### config.mk
export PLATFORM = sky130hd
export DESIGN_NAME = reg_bank_bus_scanner
export DESIGN_NICKNAME = d
export VERILOG_FILES = /design/src/rtl/reg_bank_bus_scanner_pkg.sv /design/src/rtl/reg_bank_bus_scanner_cs_onehot_decoder.sv /design/src/rtl/reg_bank_bus_scanner.sv
export SDC_FILE = /design/constraint.sdc
export NUM_CORES = 1
export LEC_CHECK = 0
export CORE_MARGIN = 2
export CORE_UTILIZATION = 41
export CTS_CLUSTER_SIZE = 28
export DETAILED_ROUTE_END_ITERATION = 8
export PLACE_DENSITY_LB_ADDON = 0.1
export SETUP_SLACK_MARGIN = 0.05
export SYNTH_ARGS = -nofsm -noshare
export SYNTH_HDL_FRONTEND = slang
export SYNTH_SLANG_ARGS = --single-unit
### constraint.sdc
create_clock -name clock_i -period 1.5 [get_ports clock_i]
set_clock_uncertainty 0.05 [all_clocks]
set_input_delay 0.225 -clock clock_i [delete_from_list [all_inputs] [get_ports clock_i]]
set_output_delay 0.225 -clock clock_i [all_outputs]
set_load 0.05 [all_outputs]
### src/rtl/reg_bank_bus_scanner_pkg.sv
// Shared definitions for reg_bank_bus_scanner: FSM state encoding,
// bus-turnaround constant and parameter sizing helper.
package reg_bank_bus_scanner_pkg;

  // Scanner FSM states, 2-bit encoded.
  typedef enum logic [1:0] {
    ST_IDLE = 2'd0,
    ST_SEL  = 2'd1,
    ST_HOLD = 2'd2,
    ST_DONE = 2'd3
  } scan_state_e;

  // Cycles with every cs line released between capturing one register and
  // selecting the next one. The HOLD state provides exactly this gap.
  localparam int unsigned BUS_TURNAROUND_CYCLES = 1;

  // True when an index of idx_bits bits can address nr_regs registers.
  function automatic bit idx_bits_fit(input int unsigned idx_bits,
                                      input int unsigned nr_regs);
    return (64'd1 << idx_bits) >= 64'(nr_regs);
  endfunction

endpackage

### src/rtl/reg_bank_bus_scanner_cs_onehot_decoder.sv
// cs_onehot_decoder: turns a register index into active-low one-hot chip
// selects. With enable_i low, or an index past the bank, every line is
// released (all ones). Purely combinational.
module cs_onehot_decoder #(
  parameter int IdxBits  = 4,
  parameter int NrOfRegs = 16
) (
  input  logic [IdxBits-1:0]  idx_i,
  input  logic                enable_i,
  output logic [NrOfRegs-1:0] cs_n_o
);

  // Drive the single selected line low, all others high.
  always_comb begin
    // NOTE: assign the default first so every path writes cs_n_o; a missing
    // default in always_comb is what infers a latch.
    cs_n_o = '1;
    if (enable_i) begin
      for (int i = 0; i < NrOfRegs; i++) begin
        if (idx_i == IdxBits'(i)) begin
          cs_n_o[i] = 1'b0;
        end
      end
    end
  end

endmodule

### src/rtl/reg_bank_bus_scanner.sv
// reg_bank_bus_scanner: reads a bank of tri-state registers over one shared
// bus in index order and streams the captured values out over valid/ready.
// Per item: SEL drives one cs line low, the next Tick edge captures the bus,
// HOLD releases all cs lines (bus turnaround) while the item waits for the
// consumer. Everything advances only on edges where tick_i is high.
// Optional feature: define SCAN_ABORT_EN to add abort_i / aborted_o, which
// abandon a running scan and return to IDLE without a done pulse.
module reg_bank_bus_scanner
  import reg_bank_bus_scanner_pkg::*;
#(
  parameter int NrOfBits = 8,
  parameter int NrOfRegs = 16,
  parameter int IdxBits  = 4
) (
  input  logic                clock_i,
  input  logic                reset_i,
  input  logic                tick_i,
  input  logic                start_i,
  input  logic [NrOfBits-1:0] bus_i,
  output logic [NrOfRegs-1:0] cs_n_o,
  output logic [NrOfBits-1:0] out_data_o,
  output logic [IdxBits-1:0]  out_index_o,
  output logic                out_valid_o,
  input  logic                out_ready_i,
  output logic                busy_o,
`ifdef SCAN_ABORT_EN
  input  logic                abort_i,
  output logic                aborted_o,
`endif
  output logic                done_o
);

  // Reject parameter sets the index counter cannot address.
  if (!idx_bits_fit(IdxBits, NrOfRegs) || NrOfRegs < 2) begin : g_bad_params
    $error("reg_bank_bus_scanner: IdxBits too small for NrOfRegs, or NrOfRegs < 2");
  end
  if (BUS_TURNAROUND_CYCLES != 1) begin : g_bad_turnaround
    $error("reg_bank_bus_scanner: only a single HOLD turnaround cycle is implemented");
  end

  localparam logic [IdxBits-1:0] LAST_IDX = IdxBits'(NrOfRegs - 1);

  scan_state_e         state_q, state_d;
  logic [IdxBits-1:0]  idx_q, idx_d;
  logic [NrOfBits-1:0] out_data_q, out_data_d;
  logic [IdxBits-1:0]  out_index_q, out_index_d;
  logic                out_valid_q, out_valid_d;
`ifdef SCAN_ABORT_EN
  logic                aborted_q, aborted_d;
`endif

  // Next-state logic: FSM transitions, index counter and output capture.
  always_comb begin
    state_d     = state_q;
    idx_d       = idx_q;
    out_data_d  = out_data_q;
    out_index_d = out_index_q;
    out_valid_d = out_valid_q;
`ifdef SCAN_ABORT_EN
    aborted_d   = aborted_q;
`endif

    if (tick_i) begin
`ifdef SCAN_ABORT_EN
      aborted_d = 1'b0;
`endif
      unique case (state_q)
        ST_IDLE: begin
          if (start_i) begin
            idx_d   = '0;
            state_d = ST_SEL;
          end
        end
        ST_SEL: begin
          // cs has been low for this cycle, so the bus carries register idx.
          out_data_d  = bus_i;
          out_index_d = idx_q;
          out_valid_d = 1'b1;
          state_d     = ST_HOLD;
        end
        ST_HOLD: begin
          if (out_ready_i) begin
            out_valid_d = 1'b0;
            if (idx_q == LAST_IDX) begin
              state_d = ST_DONE;
            end else begin
              idx_d   = idx_q + IdxBits'(1);
              state_d = ST_SEL;
            end
          end
        end
        ST_DONE: begin
          state_d = ST_IDLE;
        end
        default: begin
          state_d = ST_IDLE;
        end
      endcase

`ifdef SCAN_ABORT_EN
      // Abort overrides any transition, including a same-edge transfer.
      if (abort_i && state_q != ST_IDLE) begin
        state_d     = ST_IDLE;
        out_valid_d = 1'b0;
        aborted_d   = 1'b1;
      end
`endif
    end
  end

  // State and output registers with synchronous reset.
  always_ff @(posedge clock_i) begin
    // NOTE: sequential state uses non-blocking assignments so every register
    // samples pre-edge values regardless of block evaluation order.
    if (reset_i) begin
      state_q     <= ST_IDLE;
      idx_q       <= '0;
      out_data_q  <= '0;
      out_index_q <= '0;
      out_valid_q <= 1'b0;
`ifdef SCAN_ABORT_EN
      aborted_q   <= 1'b0;
`endif
    end else begin
      state_q     <= state_d;
      idx_q       <= idx_d;
      out_data_q  <= out_data_d;
      out_index_q <= out_index_d;
      out_valid_q <= out_valid_d;
`ifdef SCAN_ABORT_EN
      aborted_q   <= aborted_d;
`endif
    end
  end

  // Chip selects are decoded from state and index, so a held SEL keeps its
  // cs line low across Tick=0 cycles and HOLD always releases the bus.
  cs_onehot_decoder #(
    .IdxBits  (IdxBits),
    .NrOfRegs (NrOfRegs)
  ) u_cs_decoder (
    .idx_i    (idx_q),
    .enable_i (state_q == ST_SEL),
    .cs_n_o   (cs_n_o)
  );

  assign out_data_o  = out_data_q;
  assign out_index_o = out_index_q;
  assign out_valid_o = out_valid_q;
  assign busy_o      = (state_q != ST_IDLE);
  assign done_o      = (state_q == ST_DONE);
`ifdef SCAN_ABORT_EN
  assign aborted_o   = aborted_q;
`endif

endmodule

==> results_tabular.tex, run 1 <==
\begin{tabular}{lr}
\hline
Metric & Value \\
\hline
\multicolumn{2}{l}{\textbf{Run status}} \\
Status & finished with violations \\
Violations in the final reports & setup timing \\
\multicolumn{2}{l}{\textbf{Finish}} \\
Fin nets & 201 \\
Antenna diode count & 0 \\
Core utilization of the finished layout & 0.7892 \\
Area growth from synthesis to final layout & 87.89\% \\
Leading cell type in the layout, fill and taps excluded & sky130\_fd\_sc\_hd\_\_buf\_4 \\
Commonest cells after routing, fill and taps aside & 18 x sky130\_fd\_sc\_hd\_\_buf\_4, 16 x sky130\_fd\_sc\_hd\_\_nand2\_1, 13 x sky130\_fd\_sc\_hd\_\_dfxtp\_1, 12 x sky130\_fd\_sc\_hd\_\_nand3\_1, 12 x sky130\_fd\_sc\_hd\_\_clkdlybuf4s50\_1 \\
Filler Cells Inserted & 158 \\
Proportion of layout cells with a drive suffix above 1 & 0.4973 \\
\multicolumn{2}{l}{\textbf{Synthesis}} \\
Cells after synthesis & 127 \\
Complex-gate fraction of the synthesized area & 0.1471 \\
Multiplexer share of the synthesized area & 0.07293 \\
Count of yosys warnings during synthesis & 0 \\
Post-Synth Simple-Gate Area & 0.2967 \\
Total standard cell area after synthesis & 1012 sq um \\
Unique cell type count in the Yosys netlist & 29 \\
Post-synthesis xor/xnor area fraction & 0 \\
Syn nets & 144 \\
Largest family of logic cells by synthesized area & simple AND/OR/NAND/NOR gates \\
Sequential element share of the synthesized area & 0.3758 \\
Flop and latch count out of synthesis & 19 \\
Arithmetic-cell share of the synthesized area counting full adders, half adders and majority gates & 0.04944 \\
Average instance area after synthesis & 7.970 sq um \\
\multicolumn{2}{l}{\textbf{STA}} \\
Max\_slew headroom & 0.7444 \\
Final-report max-slew violation count & 0 \\
Unrepaired setup endpoints after global routing & true \\
Highest clock frequency the design can meet & 0.6306 GHz \\
Clock period minus worst slack & 1.586 ns \\
Final count of hold timing violations & 0 \\
Setup slack after layout & -0.08586 ns \\
Worst Max-Slew Pin Slew & 0.3759 ns \\
Final setup fails & 17 \\
Sum of negative setup slack & -1.105 ns \\
Worst slack on hold paths & 0.4135 ns \\
Period utilization & 1.057 \\
\multicolumn{2}{l}{\textbf{Critical path}} \\
Startpoint type of the worst setup path & register \\
Data arrival, critical path & 1.31 ns \\
Kind of end point of the critical path & output port \\
Largest fanout on the critical path & 4 \\
Required time of the critical path & 1.22 ns \\
Setup CP Type & reg2out \\
\multicolumn{2}{l}{\textbf{Route}} \\
Detailed-router iteration count before antenna repair & 4 \\
Routed vias & 1126 \\
Post-DR vias/cell & 5.286 \\
Number of antenna-violating nets in the routed design & 0 \\
Post-route DRC violation count & 0 \\
Violation count after the first detailed-route iteration & 35 \\
Routed len/inst & 14.53 um \\
Overall routed net length & 3094 um \\
\multicolumn{2}{l}{\textbf{Power}} \\
Total power after layout & 1015 uW \\
Worst ir drop on vdd & 0.0007979 V \\
Power density normalized to cell area & 533.6 nW/um\^{}2 \\
Leakage & 0.0008050 uW \\
\multicolumn{2}{l}{\textbf{Floorplanning}} \\
Die height & 53.69 um \\
Number of top-level pins & 44 \\
Number of core rows & 18 \\
Die Footprint & 2882 sq um \\
Die span in x & 53.69 um \\
Core area & 2410 sq um \\
Starting Density & 0.4200 \\
\multicolumn{2}{l}{\textbf{Clock network}} \\
TritonCTS buffer count & 3 \\
Worst-path clk slew & 0.11 ns \\
Max H-tree Level & 1 \\
Clock insertion delay at the later pin of the skew report & 0.31 ns \\
Maximum root-to-sink buffer count & 2 \\
Number of clock sinks & 19 \\
Root buffer cell & sky130\_fd\_sc\_hd\_\_clkbuf\_4 \\
Clock tree from TritonCTS & built \\
\multicolumn{2}{l}{\textbf{Placement}} \\
PortBufs & 43 \\
Routability congestion estimate & 0.8762 \\
HPWL after detailed placement & 1999 um \\
Worst setup slack after placement & -0.06981 ns \\
\multicolumn{2}{l}{\textbf{Global route}} \\
Global-route wire length before repair & 4678 um \\
Largest net degree at the start of global routing & 14 \\
Number of antenna violations at the first check in global routing & 0 \\
Overall track demand over capacity in global routing & 0.2270 \\
GRT Residual Overflow & 0 \\
Vias in the first global route & 1000 \\
\multicolumn{2}{l}{\textbf{Worst hold path}} \\
Class of the most critical hold timing path & reg2reg \\
\multicolumn{2}{l}{\textbf{Job}} \\
Maximum Capacitance Violations & 0 \\
\hline
\end{tabular}
-- worst max-delay path, cell delays in order (launching register included) --
cell	delay [ns]
sky130_fd_sc_hd__dfxtp_4	0.39
sky130_fd_sc_hd__inv_4	0.08
sky130_fd_sc_hd__ha_4	0.12
sky130_fd_sc_hd__and2_4	0.17
sky130_fd_sc_hd__nand2_2	0.08
sky130_fd_sc_hd__buf_8	0.16
-- state kept, by name, summed over array words and instances (netlist names) --
register	count
idx_q	4
out_data_o	8
state_q	2
out_valid_o	1
out_index_o	4
-- power by group --
group          internal, uW  switching (uW)  total [uW]
registers               509            7.80         517
logic                   109             116         225
clock network          99.7             173         273
total                   718             297        1010
-- area by class of cell --
type                    instances  area, sq um  share of cell area
repair buffers                 59        691.9              0.3638
well taps                      30        37.54             0.01974
clock inverters                 1        5.005            0.002632
clock buffers                   3        22.52             0.01184
inverters                       6        27.53             0.01447
flip-flops and latches         19        395.4              0.2079
multi-input cells              95        721.9              0.3796
-- cells in the mapped netlist --
cell type / n / area [sq um]
sky130_fd_sc_hd__ha_1: 4 / 50.05
sky130_fd_sc_hd__dfxtp_1: 19 / 380.4
sky130_fd_sc_hd__o21ai_1: 1 / 5.000
sky130_fd_sc_hd__o221a_1: 1 / 11.26
sky130_fd_sc_hd__nor3b_1: 1 / 7.510
sky130_fd_sc_hd__nand3b_1: 1 / 7.510
sky130_fd_sc_hd__nand2b_1: 1 / 6.260
sky130_fd_sc_hd__a22oi_1: 1 / 7.510
sky130_fd_sc_hd__nor2_1: 5 / 18.77
sky130_fd_sc_hd__o21ai_0: 2 / 10.01
sky130_fd_sc_hd__and2_1: 6 / 37.54
sky130_fd_sc_hd__mux2i_1: 6 / 60.06
sky130_fd_sc_hd__a211o_1: 1 / 8.760
sky130_fd_sc_hd__a21oi_1: 11 / 55.05
sky130_fd_sc_hd__mux2i_2: 1 / 13.76
sky130_fd_sc_hd__nor2b_1: 4 / 25.02
sky130_fd_sc_hd__a21boi_0: 1 / 7.510
sky130_fd_sc_hd__a211oi_1: 2 / 15.01
sky130_fd_sc_hd__inv_1: 6 / 22.52
sky130_fd_sc_hd__and4b_1: 2 / 20.02
sky130_fd_sc_hd__o32ai_2: 1 / 16.27
sky130_fd_sc_hd__a211oi_2: 1 / 12.51
sky130_fd_sc_hd__nand3_1: 12 / 60.06
sky130_fd_sc_hd__clkbuf_1: 3 / 11.26
sky130_fd_sc_hd__nand2_1: 28 / 105.1
sky130_fd_sc_hd__or2_2: 1 / 6.260
sky130_fd_sc_hd__or2_1: 1 / 6.260
sky130_fd_sc_hd__buf_2: 2 / 10.01
sky130_fd_sc_hd__buf_4: 2 / 15.01
-- worst paths after layout --
check,from,cells after the start,end,slack [ns]
min reg2reg,out_data_o[0],2,out_data_o[0],0.41
min,out_data_o[0],2,out_data_o[0],0.41
max reg2reg,state_q[0],6,idx_q[2],0.01
max,idx_q[0],5,cs_n_o[10],-0.09
-- per-stage QoR --
| step | instances | area [sq um] |
|---|---|---|
| after floorplan | 127 | 1045 |
| after global placement | 205 | 1602 |
| after detailed placement | 205 | 1602 |
| after CTS | 210 | 1854 |
| after global routing | 213 | 1902 |
| final | 213 | 1902 |
-- cell families after synthesis --
group	count (synthesis)
AO/OA/AOI/OAI	22
adder cells (fa/ha/maj)	4
buffers and inverters	13
flip-flops	19
multiplexers	7
AND/OR/NAND/NOR	62
-- repair_timing --
item | in CTS | in global routing
endpoints found under the setup margin | 18 | 21
hold buffers | 0 | 0
gates cloned | 0 | 1
setup buffers | 1 | 2
resized for setup | 67 | 6
pin swaps | 4 | 4
-- per-layer routing --
layer	global-route usage	up-vias	wire (um)
li1	-	541	-
met5	0	-	0
met1	0.2808	534	1173
met3	0.05556	8	178
met2	0.3943	43	1688
met4	0.05128	0	53
Note: power is estimated with default switching activity, not from simulation.
==> run 2: changes to the inputs <==
--- a/config.mk
+++ b/config.mk
@@ -11,6 +11,7 @@
 export DETAILED_ROUTE_END_ITERATION = 8
 export PLACE_DENSITY_LB_ADDON = 0.1
 export SETUP_SLACK_MARGIN = 0.05
+export SKIP_CTS_REPAIR_TIMING = 1
 export SYNTH_ARGS = -nofsm -noshare
 export SYNTH_HDL_FRONTEND = slang
 export SYNTH_SLANG_ARGS = --single-unit
==> results_tabular.tex, run 2 (synthesis gave the netlist of run 1 again) <==
\begin{tabular}{lr}
\hline
Metric & Value \\
\hline
\multicolumn{2}{l}{\textbf{Run status}} \\
Status & finished with violations \\
Violations in the final reports & setup timing \\
\multicolumn{2}{l}{\textbf{Power}} \\
Total power after layout & 1001 uW (-1.3\%) \\
Sw power & 290.1 uW (-2.3\%) \\
Share of power burned in the clock network & 0.272 (+0.003) \\
Worst ir drop on vdd & 0.0007652 V (-4.1\%) \\
Switching fraction of total power & 0.2897 (-0.002814) \\
Leakage & 0.0007905 uW (-1.8\%) \\
Portion of total power attributed to sequential cells & 0.517 (+0.008) \\
Gate power share & 0.211 (-0.011) \\
P\_int & 711.3 uW (-0.92\%) \\
Power density normalized to cell area & 542.6 nW/um\^{}2 (+1.7\%) \\
\multicolumn{2}{l}{\textbf{STA}} \\
Final setup fails & 16 (-1) \\
Final-report max-slew violation count & 0 (unchanged) \\
Worst Max-Slew Pin Slew & 0.3631 ns (-0.01282 ns) \\
Max\_slew headroom & 0.7531 (+0.008718) \\
Highest clock frequency the design can meet & 0.6183 GHz (-2.0\%) \\
Setup slack after layout & -0.1175 ns (-0.03159 ns) \\
Unrepaired setup endpoints after global routing & true \\
Final count of hold timing violations & 0 (unchanged) \\
Worst slack on hold paths & 0.4138 ns (+0.0002130 ns) \\
Period utilization & 1.078 (+0.02106) \\
Sum of negative setup slack & -1.262 ns (-0.1566 ns) \\
Clock period minus worst slack & 1.617 ns (+0.03159 ns) \\
\multicolumn{2}{l}{\textbf{Global route}} \\
Overall track demand over capacity in global routing & 0.2008 (-0.02619) \\
Number of antenna violations at the first check in global routing & 0 (unchanged) \\
GRT Residual Overflow & 0 (unchanged) \\
Largest net degree at the start of global routing & 14 (unchanged) \\
Global-route wire length before repair & 4181 um (-11\%) \\
Vias in the first global route & 908 (-9.2\%) \\
\multicolumn{2}{l}{\textbf{Critical path}} \\
Worst-path cell chain & inv\_2 > ha\_1 > and2\_4 > nand2\_1 > buf\_6 \\
Setup CP Type & reg2out \\
Top cell family by delay on the critical path & flip-flops \\
R2R setup slack & 0.08 ns (+0.07 ns) \\
Crit-path max cell delay & 0.38 ns (about the same) \\
Buf/Inv on CP & 2 (unchanged) \\
Startpoint type of the worst setup path & register \\
Required time of the critical path & 1.22 ns (about the same) \\
Kind of end point of the critical path & output port \\
Crit-path slowest cell & sky130\_fd\_sc\_hd\_\_dfxtp\_4 \\
Largest fanout on the critical path & 4 (unchanged) \\
Data arrival, critical path & 1.34 ns (+0.03 ns) \\
\multicolumn{2}{l}{\textbf{Worst hold path}} \\
Class of the most critical hold timing path & reg2reg \\
\multicolumn{2}{l}{\textbf{Clock network}} \\
Max H-tree Level & 1 (unchanged) \\
Clock tree from TritonCTS & built \\
Worst-path clk slew & 0.11 ns (about the same) \\
Number of clock sinks & 19 (unchanged) \\
Clock insertion delay at the later pin of the skew report & 0.31 ns (about the same) \\
Maximum root-to-sink buffer count & 2 (unchanged) \\
TritonCTS buffer count & 3 (unchanged) \\
Root buffer cell & sky130\_fd\_sc\_hd\_\_clkbuf\_4 \\
\multicolumn{2}{l}{\textbf{Placement}} \\
HPWL after detailed placement & 1999 um (unchanged) \\
Routability congestion estimate & 0.8762 (unchanged) \\
Instance area after placement & 1602 sq um (unchanged) \\
PortBufs & 43 (unchanged) \\
\multicolumn{2}{l}{\textbf{Finish}} \\
Area growth from synthesis to final layout & 82.32\% \\
Max reg flops & 8 (unchanged) \\
Final design area excluding fillers & 1846 sq um (-3.0\%) \\
Antenna diode count & 0 (unchanged) \\
Commonest cells after routing, fill and taps aside & 17 x sky130\_fd\_sc\_hd\_\_nand2\_1, 17 x sky130\_fd\_sc\_hd\_\_buf\_4, 13 x sky130\_fd\_sc\_hd\_\_dfxtp\_1, 12 x sky130\_fd\_sc\_hd\_\_nand3\_1, 12 x sky130\_fd\_sc\_hd\_\_clkdlybuf4s50\_1 \\
Proportion of layout cells with a drive suffix above 1 & 0.4530 (-0.04423) \\
Fin nets & 199 (-1.0\%) \\
Core utilization of the finished layout & 0.7658 (-0.02336) \\
Filler Cells Inserted & 169 (+7.0\%) \\
\multicolumn{2}{l}{\textbf{Floorplanning}} \\
Number of top-level pins & 44 (unchanged) \\
Die height & 53.69 um (unchanged) \\
Number of core rows & 18 (unchanged) \\
Starting Density & 0.4200 (unchanged) \\
Die span in x & 53.69 um (unchanged) \\
Die Footprint & 2882 sq um (unchanged) \\
Core area & 2410 sq um (unchanged) \\
\multicolumn{2}{l}{\textbf{Route}} \\
Routed vias & 1081 (-4.0\%) \\
Post-DR vias/cell & 5.123 (-3.1\%) \\
Routed len/inst & 13.88 um (-4.5\%) \\
Detailed-router iteration count before antenna repair & 4 (unchanged) \\
Number of antenna-violating nets in the routed design & 0 (unchanged) \\
Post-route DRC violation count & 0 (unchanged) \\
Violation count after the first detailed-route iteration & 43 (+23\%) \\
Overall routed net length & 2928 um (-5.4\%) \\
\multicolumn{2}{l}{\textbf{Job}} \\
Maximum Capacitance Violations & 0 (unchanged) \\
\hline
\end{tabular}
[run 2: cell count changes in the layout (fill, tap and decap cells not counted), moves of 2 or more]
cell and change:
sky130_fd_sc_hd__ha_1 +3, sky130_fd_sc_hd__inv_4 -2, sky130_fd_sc_hd__ha_4 -2, sky130_fd_sc_hd__inv_2 +2
[run 2: worst min-delay path, cell delays in order (launching register included)]
cell	delay [ns]
sky130_fd_sc_hd__dfxtp_1	0.33
sky130_fd_sc_hd__nand2_1	0.05
sky130_fd_sc_hd__a21oi_1	0.05
[run 2: final cells by class]
class | count | area (sq um) | area share
timing repair buffer | 57 | 683.2 | 0.3702
clock buffer | 3 | 22.52 | 0.01220
sequential | 19 | 395.4 | 0.2142
inverter | 6 | 22.52 | 0.01220
tap | 30 | 37.54 | 0.02034
multi-input combinational | 95 | 679.4 | 0.3681
clock inverter | 1 | 5.005 | 0.002712
[run 2: through the flow]
step / worst slack [ns] / instances
finish: -0.1175 / 211
global route: -0.1586 / 211
CTS: -0.3146 / 209
detailed placement: -0.06981 / 205
global placement: -0.04753 / 205
floorplan: 0.05444 / 127
[run 2: final timing paths]
| kind | start | end | cells after the start |
|---|---|---|---|
| min | out_data_o[0] | out_data_o[0] | 2 |
| min reg2reg | out_data_o[0] | out_data_o[0] | 2 |
| max reg2reg | state_q[1] | idx_q[2] | 4 |
| max | idx_q[0] | cs_n_o[2] | 5 |
[run 2: power by group through the flow]
stage | logic, uW | clock network [uW] | registers, uW
after detailed placement | 194 | 0 | 532
final | 212 | 273 | 517
after CTS | 195 | 282 | 521
after global routing | 226 | 297 | 519
after global placement | 192 | 0 | 531
after floorplan | 80.6 | 0 | 554
[run 2: routing by layer]
layer / GRT usage / vias up / part of all wire
met3: 0.05556 / 0 / 0.046
met5: 0 / - / 0
li1: - / 540 / -
met4: 0.05128 / 0 / 0
met2: 0.3272 / 30 / 0.54
met1: 0.2603 / 511 / 0.42
